==> src/rtl/if_id_fetch_queue.sv <==
// IF/ID instruction fetch queue: DEPTH-entry circular buffer of {pc, instr}
// with valid/ready on both sides, one-cycle flush and a nop bubble when empty.
module if_id_fetch_queue #(
  parameter int unsigned   DEPTH     = 4,
  parameter int unsigned   PTR_W     = 2,
  parameter logic [31:0]   BUBBLE_PC = 32'h0000_3000
) (
  input  logic             clk,
  input  logic             reset,
  input  logic             in_valid,
  input  logic [31:0]      in_pc,
  input  logic [31:0]      in_instr,
  output logic             in_ready,
  output logic             out_valid,
  output logic [31:0]      out_pc,
  output logic [31:0]      out_instr,
  input  logic             out_ready,
  input  logic             flush,
  output logic [PTR_W:0]   count
);

  localparam logic [PTR_W:0]   CNT_FULL = (PTR_W+1)'(DEPTH);
  localparam logic [PTR_W:0]   CNT_ONE  = (PTR_W+1)'(1);
  localparam logic [PTR_W-1:0] PTR_ONE  = PTR_W'(1);

  logic [63:0]      mem_q [DEPTH];
  logic [PTR_W-1:0] rd_ptr_q, rd_ptr_d;
  logic [PTR_W-1:0] wr_ptr_q, wr_ptr_d;
  logic [PTR_W:0]   cnt_q, cnt_d;
  logic             push, pop;
  logic [63:0]      head;

  assign in_ready  = (cnt_q != CNT_FULL);
  assign out_valid = (cnt_q != '0);
  assign count     = cnt_q;

  assign push = in_valid & in_ready & ~flush;
  assign pop  = out_valid & out_ready & ~flush;

  // No bypass: the head always comes from storage, so a push is visible next cycle.
  assign head      = mem_q[rd_ptr_q];
  assign out_pc    = out_valid ? head[63:32] : BUBBLE_PC;
  assign out_instr = out_valid ? head[31:0]  : '0;

  always_comb begin
    rd_ptr_d = rd_ptr_q;
    wr_ptr_d = wr_ptr_q;
    cnt_d    = cnt_q;
    if (flush) begin
      rd_ptr_d = '0;
      wr_ptr_d = '0;
      cnt_d    = '0;
    end else begin
      if (push) wr_ptr_d = wr_ptr_q + PTR_ONE;
      if (pop)  rd_ptr_d = rd_ptr_q + PTR_ONE;
      case ({push, pop})
        2'b10:   cnt_d = cnt_q + CNT_ONE;
        2'b01:   cnt_d = cnt_q - CNT_ONE;
        default: cnt_d = cnt_q;
      endcase
    end
  end

  always_ff @(posedge clk or negedge reset) begin
    if (!reset) begin
      rd_ptr_q <= '0;
      wr_ptr_q <= '0;
      cnt_q    <= '0;
    end else begin
      rd_ptr_q <= rd_ptr_d;
      wr_ptr_q <= wr_ptr_d;
      cnt_q    <= cnt_d;
    end
  end

  // Entry contents are never read while invalid, so storage is left unreset.
  always_ff @(posedge clk) begin
    if (push) mem_q[wr_ptr_q] <= {in_pc, in_instr};
  end

endmodule

==> config.mk <==
export PLATFORM = sky130hd
export DESIGN_NAME = if_id_fetch_queue
export DESIGN_NICKNAME = d
export VERILOG_FILES = /design/src/rtl/if_id_fetch_queue.sv
export SDC_FILE = /design/constraint.sdc
export NUM_CORES = 1
export LEC_CHECK = 0
export BUFFER_PORTS_ARGS = -buffer_cell sky130_fd_sc_hd__buf_4
export CELL_PAD_IN_SITES_DETAIL_PLACEMENT = 1
export CELL_PAD_IN_SITES_GLOBAL_PLACEMENT = 2
export CORE_UTILIZATION = 44
export DETAILED_ROUTE_END_ITERATION = 12
export PLACE_DENSITY = 0.88
export SKIP_CTS_REPAIR_TIMING = 1
export SYNTH_ARGS = -nofsm -noshare
export SYNTH_HDL_FRONTEND = slang
export SYNTH_SLANG_ARGS = --single-unit
==> constraint.sdc <==
create_clock -name clk -period 4 [get_ports clk]
set_clock_uncertainty 0.05 [all_clocks]
set_input_delay 0.2 -clock clk [delete_from_list [all_inputs] [get_ports clk]]
set_output_delay 0.2 -clock clk [all_outputs]
set_load 0.01 [all_outputs]
# Word level (Yosys, flattened, before mapping)
# Memory sizes are Yosys's and may differ from the RTL's.
# Index checks and enable logic that the tools add are counted.
totals:
  inputBits: 69
  ramBits: 256
  n_memories: 1
  regBits: 7
  output_inout_bits: 69
mem_list:
  columns: ["name", "words", "word_bits", "rd", "rd_ports_with_merged_regs", "write_ports", "line_no", "rtl"]
  rows:
  - ["mem_q", 4, 64, 1, 0, 1, "26", "logic [63:0] mem_q [DEPTH];"]
classes:
  n_bitwise: 5
  addsub: 4
  reduce_logical: 4
  mux: 10
  eq_ne: 3
ops:
  columns: ["op", "n"]
  rows:
  - ["$mux W32", 2]
  - ["$mux W2", 4]
  - ["$pmux W3 S2", 1]
  - ["$reduce_bool A3 Y1", 2]
  - ["$add A2 B1 Y2 const B", 2]
  - ["$and A1 B1 Y1", 4]
  - ["$reduce_bool A2 Y1", 2]
  - ["$add A3 B1 Y3 const B", 1]
  - ["$mux W3", 1]
  - ["$ne A3 B3 Y1 const B", 1]
  - ["$sub A3 B1 Y3 const B", 1]
  - ["$eq A2 B1 Y1 const B", 1]
  - ["$eq A2 B2 Y1 const B", 1]
  - ["$mux W1", 2]
  - ["$not A1 Y1", 1]

# Longest topological paths before layout
logic_depth:
  depth_word: 6
  depth_mapped: 7

# Least setup slack after synthesis
# OpenSTA, ideal clock, no wires.
synth_timing:
  kind: "register -> register"
  startpoint: "register cnt_q[2] (netlist: count[2])"
  endpoint: "memory mem_q[0][0], enable pin"
  path_slack_ns: 1.084
  n_path_buf: 1
  setup_ns: 0.429
  t_required_ns: 3.521
  stages_incl_launch_ff: 5
  t_arrival_ns: 2.437
  period_less_slack_ns: 2.916
  path_cell_list: "dfrtp_1 -> buf_2 -> nor3b_1 -> nor2_1 -> and2_1"
synth_between:
  elab_chain_cells: 5
synth_lines:
  columns: ["element", "line_no", "rtl"]
  rows:
  - ["from (decl)", "29", "logic [PTR_W:0] cnt_q, cnt_d;"]
  - ["from (signal assigned)", "72", "cnt_q <= cnt_d;"]
  - ["$ne A3 B3 Y1", "33", "assign in_ready = (cnt_q != CNT_FULL);"]
  - ["$and A1 B1 Y1 (2 in a row)", "37", "assign push = in_valid & in_ready & ~flush;"]
  - ["$mux W1", "78", "if (push) mem_q[wr_ptr_q] <= {in_pc, in_instr};"]
  - ["$mux W1 (implied by the code)", "78", null]
  - ["to (decl)", "26", null]
# Every way passes these cells.

# Final worst setup path
layout_timing:
  startpoint: "register rd_ptr_q[0]"
  endpoint: "output out_instr[17]"
layout_between:
  elab_chain_cells: 2
layout_lines:
  columns: ["element", "line_no", "rtl"]
  rows:
  - ["from (decl)", "27", "logic [PTR_W-1:0] rd_ptr_q, rd_ptr_d;"]
  - ["from (signal assigned)", "70", "rd_ptr_q <= rd_ptr_d;"]
  - ["$mem_v2 Z4 W64", null, null]
  - ["$mux W32", "43", "assign out_instr = out_valid ? head[31:0] : '0;"]
  - ["to (decl)", "16", "output logic [31:0] out_instr,"]
# Every way passes these cells.

==> flow_metrics.py <==
metrics = {
    "placed_design": {
        "routabilityCongestion": 0.7118,
        "hpwl_um": 12140,
        "portBuffers": 137,
        "placement.cell_area_um2": 11510,
    },
    "sta": {
        "grt_setup_unrepaired": "false",
        "fmax_ghz": 0.3346,
        "fin_setup_tns_ns": 0,
        "min_period_ns": 2.989,
        "fin_crit_sh_pct": 74.72,
        "max_slew_margin_pct": 28.57,
        "final_max_slew_viol_count": 0,
        "finalHoldViolations": 0,
        "setup_viol": 0,
        "worst_slew_pin_slew_ns": 1.070,
    },
    "setup_path": {
        "required_ns": 3.75,
        "path_max_fanout": 35,
        "worstSetupPathType": "reg2out",
        "end_kind": "output pin",
        "worst_setup_path_start_kind": "flop",
        "worstPathArrival_ns": 2.74,
    },
    "clock_tree": {
        "cts_sinks": 263,
        "clkTransAtPathRegs_ns": 0.06,
        "cts_root_buffer": "clkbuf_16",
        "cts_tree": "yes",
        "cts_buffers": 28,
        "insertion_delay_ns": 0.54,
        "h-tree-depth": 1,
        "clk_path_buf_depth": 3,
    },
    "global_route": {
        "antenna_found_initial": 0,
        "grt_usage_pct": 18.27,
        "grt_pass1_vias": 5703,
        "grt_max_degree": 66,
        "overflow": 0,
        "grt_pass1_wl_um": 32660,
    },
    "drt": {
        "ant_nets": 0,
        "drc_errors": 0,
        "drt-vias-per-instance": 5.295,
        "drt_iter0_drc": 271,
        "vias": 5231,
        "routed_wl_um": 21990,
        "detail_route.wl_per_cell_um": 22.26,
        "dr.pass1.iters": 4,
    },
    "yosys": {
        "syn_nets": 546,
        "synth_warnings": 0,
        "avgSynthCellArea_um2": 21.70,
        "yosysUniqueCellTypes": 37,
        "syn_inst": 472,
        "ys_seq_elements": 263,
        "yosysSeqAreaShare_pct": 76.77,
        "netlist_area_um2": 10240,
    },
    "finish": {
        "fin_area_um2": 13200,
        "num-nets-final": 756,
        "areaGrowthSynthToFinish_pct": 28.93,
        "mostFrequentLayoutCell": "edfxtp_1",
        "layout_common_cells": "edfxtp_1, buf_4, dlygate4sd3_1",
        "drive_gt1_share_pct": 36.42,
        "fill_cells": 2009,
        "num_antenna_cells": 0,
    },
    "pwr": {
        "internal_power_w": 0.005925,
        "clockPowerShare_pct": 34.8,
        "switchingPower_w": 0.002075,
        "switching_share_pct": 25.94,
        "power.density_nw_per_um2": 605.9,
        "combPwrFrac_pct": 23.4,
        "leakagePower_nw": 4.556,
        "peakVddDrop_mv": 0.3726,
        "p_total_w": 0.008001,
        "p_seq_share_pct": 41.7,
    },
    "die": {
        "num_io_pins": 138,
        "rows": 55,
        "fp.dieW_um": 154.6,
        "dieHeight_um": 154.6,
        "start_util_pct": 45.10,
        "dieArea_um2": 23890,
        "core_area_um2": 22710,
    },
    "run": {
        "maxCapViolations": 0,
    },
    "outcome": {
        "run_status": "finished, final reports clean",
    },
    "worst_hold_path": {
        "hold_class": "in2reg",
    },
}
==> synthesized netlist by cell type, drive strengths merged <==
| master | number | area [um^2] |
|---|---|---|
| mux4 | 64 | 1441 |
| a21oi | 3 | 15.01 |
| a21o | 1 | 7.510 |
| or3b | 1 | 8.760 |
| or3 | 1 | 6.260 |
| nand3b | 1 | 7.510 |
| nor2 | 6 | 22.52 |
| o22ai | 1 | 6.260 |
| and2 | 66 | 412.9 |
| nand3 | 2 | 10.01 |
| edfxtp | 256 | 7687 |
| a2111oi | 1 | 8.760 |
| o311ai | 1 | 8.760 |
| fa | 1 | 20.02 |
| clkbuf | 8 | 30.03 |
| nor3 | 2 | 10.01 |
| a211o | 1 | 8.760 |
| nor4 | 1 | 6.260 |
| a311oi | 1 | 8.760 |
| o21a | 1 | 7.510 |
| ha | 4 | 50.05 |
| nand2 | 2 | 7.510 |
| nor3b | 1 | 7.510 |
| dfrtp | 7 | 175.2 |
| a221oi | 1 | 8.760 |
| o21ai | 2 | 10.01 |
| o31ai | 1 | 12.51 |
| xor2 | 3 | 26.28 |
| or2 | 2 | 12.51 |
| o32ai | 1 | 8.760 |
| mux2i | 2 | 20.02 |
| nand2b | 3 | 18.77 |
| inv | 6 | 22.52 |
| buf | 18 | 126.4 |
==> final timing paths <==
kind	from	to	slack, ns	cells past startpoint
setup / recovery	rd_ptr_q[0]	out_instr[17]	1.01	4
setup reg to reg	count[0]	mem_q[1][39]	1.55	3
hold / removal	out_ready	count[2]	0.03	3
hold reg to reg	wr_ptr_q[0]	wr_ptr_q[0]	0.58	2
max in group asynchronous	reset	rd_ptr_q[0]	3.00	3
min in group asynchronous	reset	count[1]	0.59	3
==> stage by stage <==
step	hold slack (ns)	utilization [%]	setup slack, ns	instances
floorplan	-0.1456	-	1.084	472
global placement	-0.02533	50.67	1.510	869
detailed placement	-0.02582	50.67	1.491	869
CTS	-0.6086	55.15	0.9062	920
global route	0.03422	58.14	0.8078	988
finish	0.02835	58.14	1.011	988
==> sequential cells by signal, indices dropped and copies added (netlist names) <==
signal	cells
count	3
mem_q	256
rd_ptr_q	2
wr_ptr_q	2
==> metal layers <==
metal / track usage (%) / wire (um)
met1: 22.32 / 8860
met2: 33.44 / 11960
met3: 3.306 / 755
met4: 4.668 / 417
met5: 0 / 0
==> cell families (layout without fill, tap and decap cells) <==
| logic type | Yosys count | count (layout) | share of synthesized area [%] |
|---|---|---|---|
| compound gates | 15 | 15 | 1.087 |
| xor+xnor | 3 | 3 | 0.2566 |
| simple gates | 88 | 88 | 5.180 |
| fa+ha+maj | 5 | 5 | 0.6842 |
| buf+inv | 32 | 263 | 1.747 |
| mux | 66 | 66 | 14.27 |
| flops | 263 | 263 | 76.77 |
==> critical path, stage by stage, from the launching register on <==
cell	delay, ns
dfrtp_4	0.91
buf_12	0.37
mux4_2	0.55
and2_1	0.20
buf_4	0.15
==> cell type report <==
| cell class | instances | area (um^2) | share of cell area (%) |
|---|---|---|---|
| multi-input cells | 177 | 2210 | 16.73 |
| inverters | 6 | 22.52 | 0.1706 |
| flip-flops and latches | 263 | 7870 | 59.60 |
| repair buffers | 206 | 1729 | 13.10 |
| clock inverters | 21 | 307.8 | 2.331 |
| clock buffers | 30 | 708.2 | 5.363 |
| well taps | 285 | 356.6 | 2.701 |
==> power by group through the flow <==
stage | logic [W] | registers (W) | clock network [W]
floorplan | 0.00118 | 0.00325 | 0
global placement | 0.00181 | 0.00340 | 0
detailed placement | 0.00185 | 0.00341 | 0
CTS | 0.00186 | 0.00335 | 0.00284
global route | 0.00203 | 0.00337 | 0.00292
finish | 0.00188 | 0.00334 | 0.00278
(Power assumes the default switching activity.)
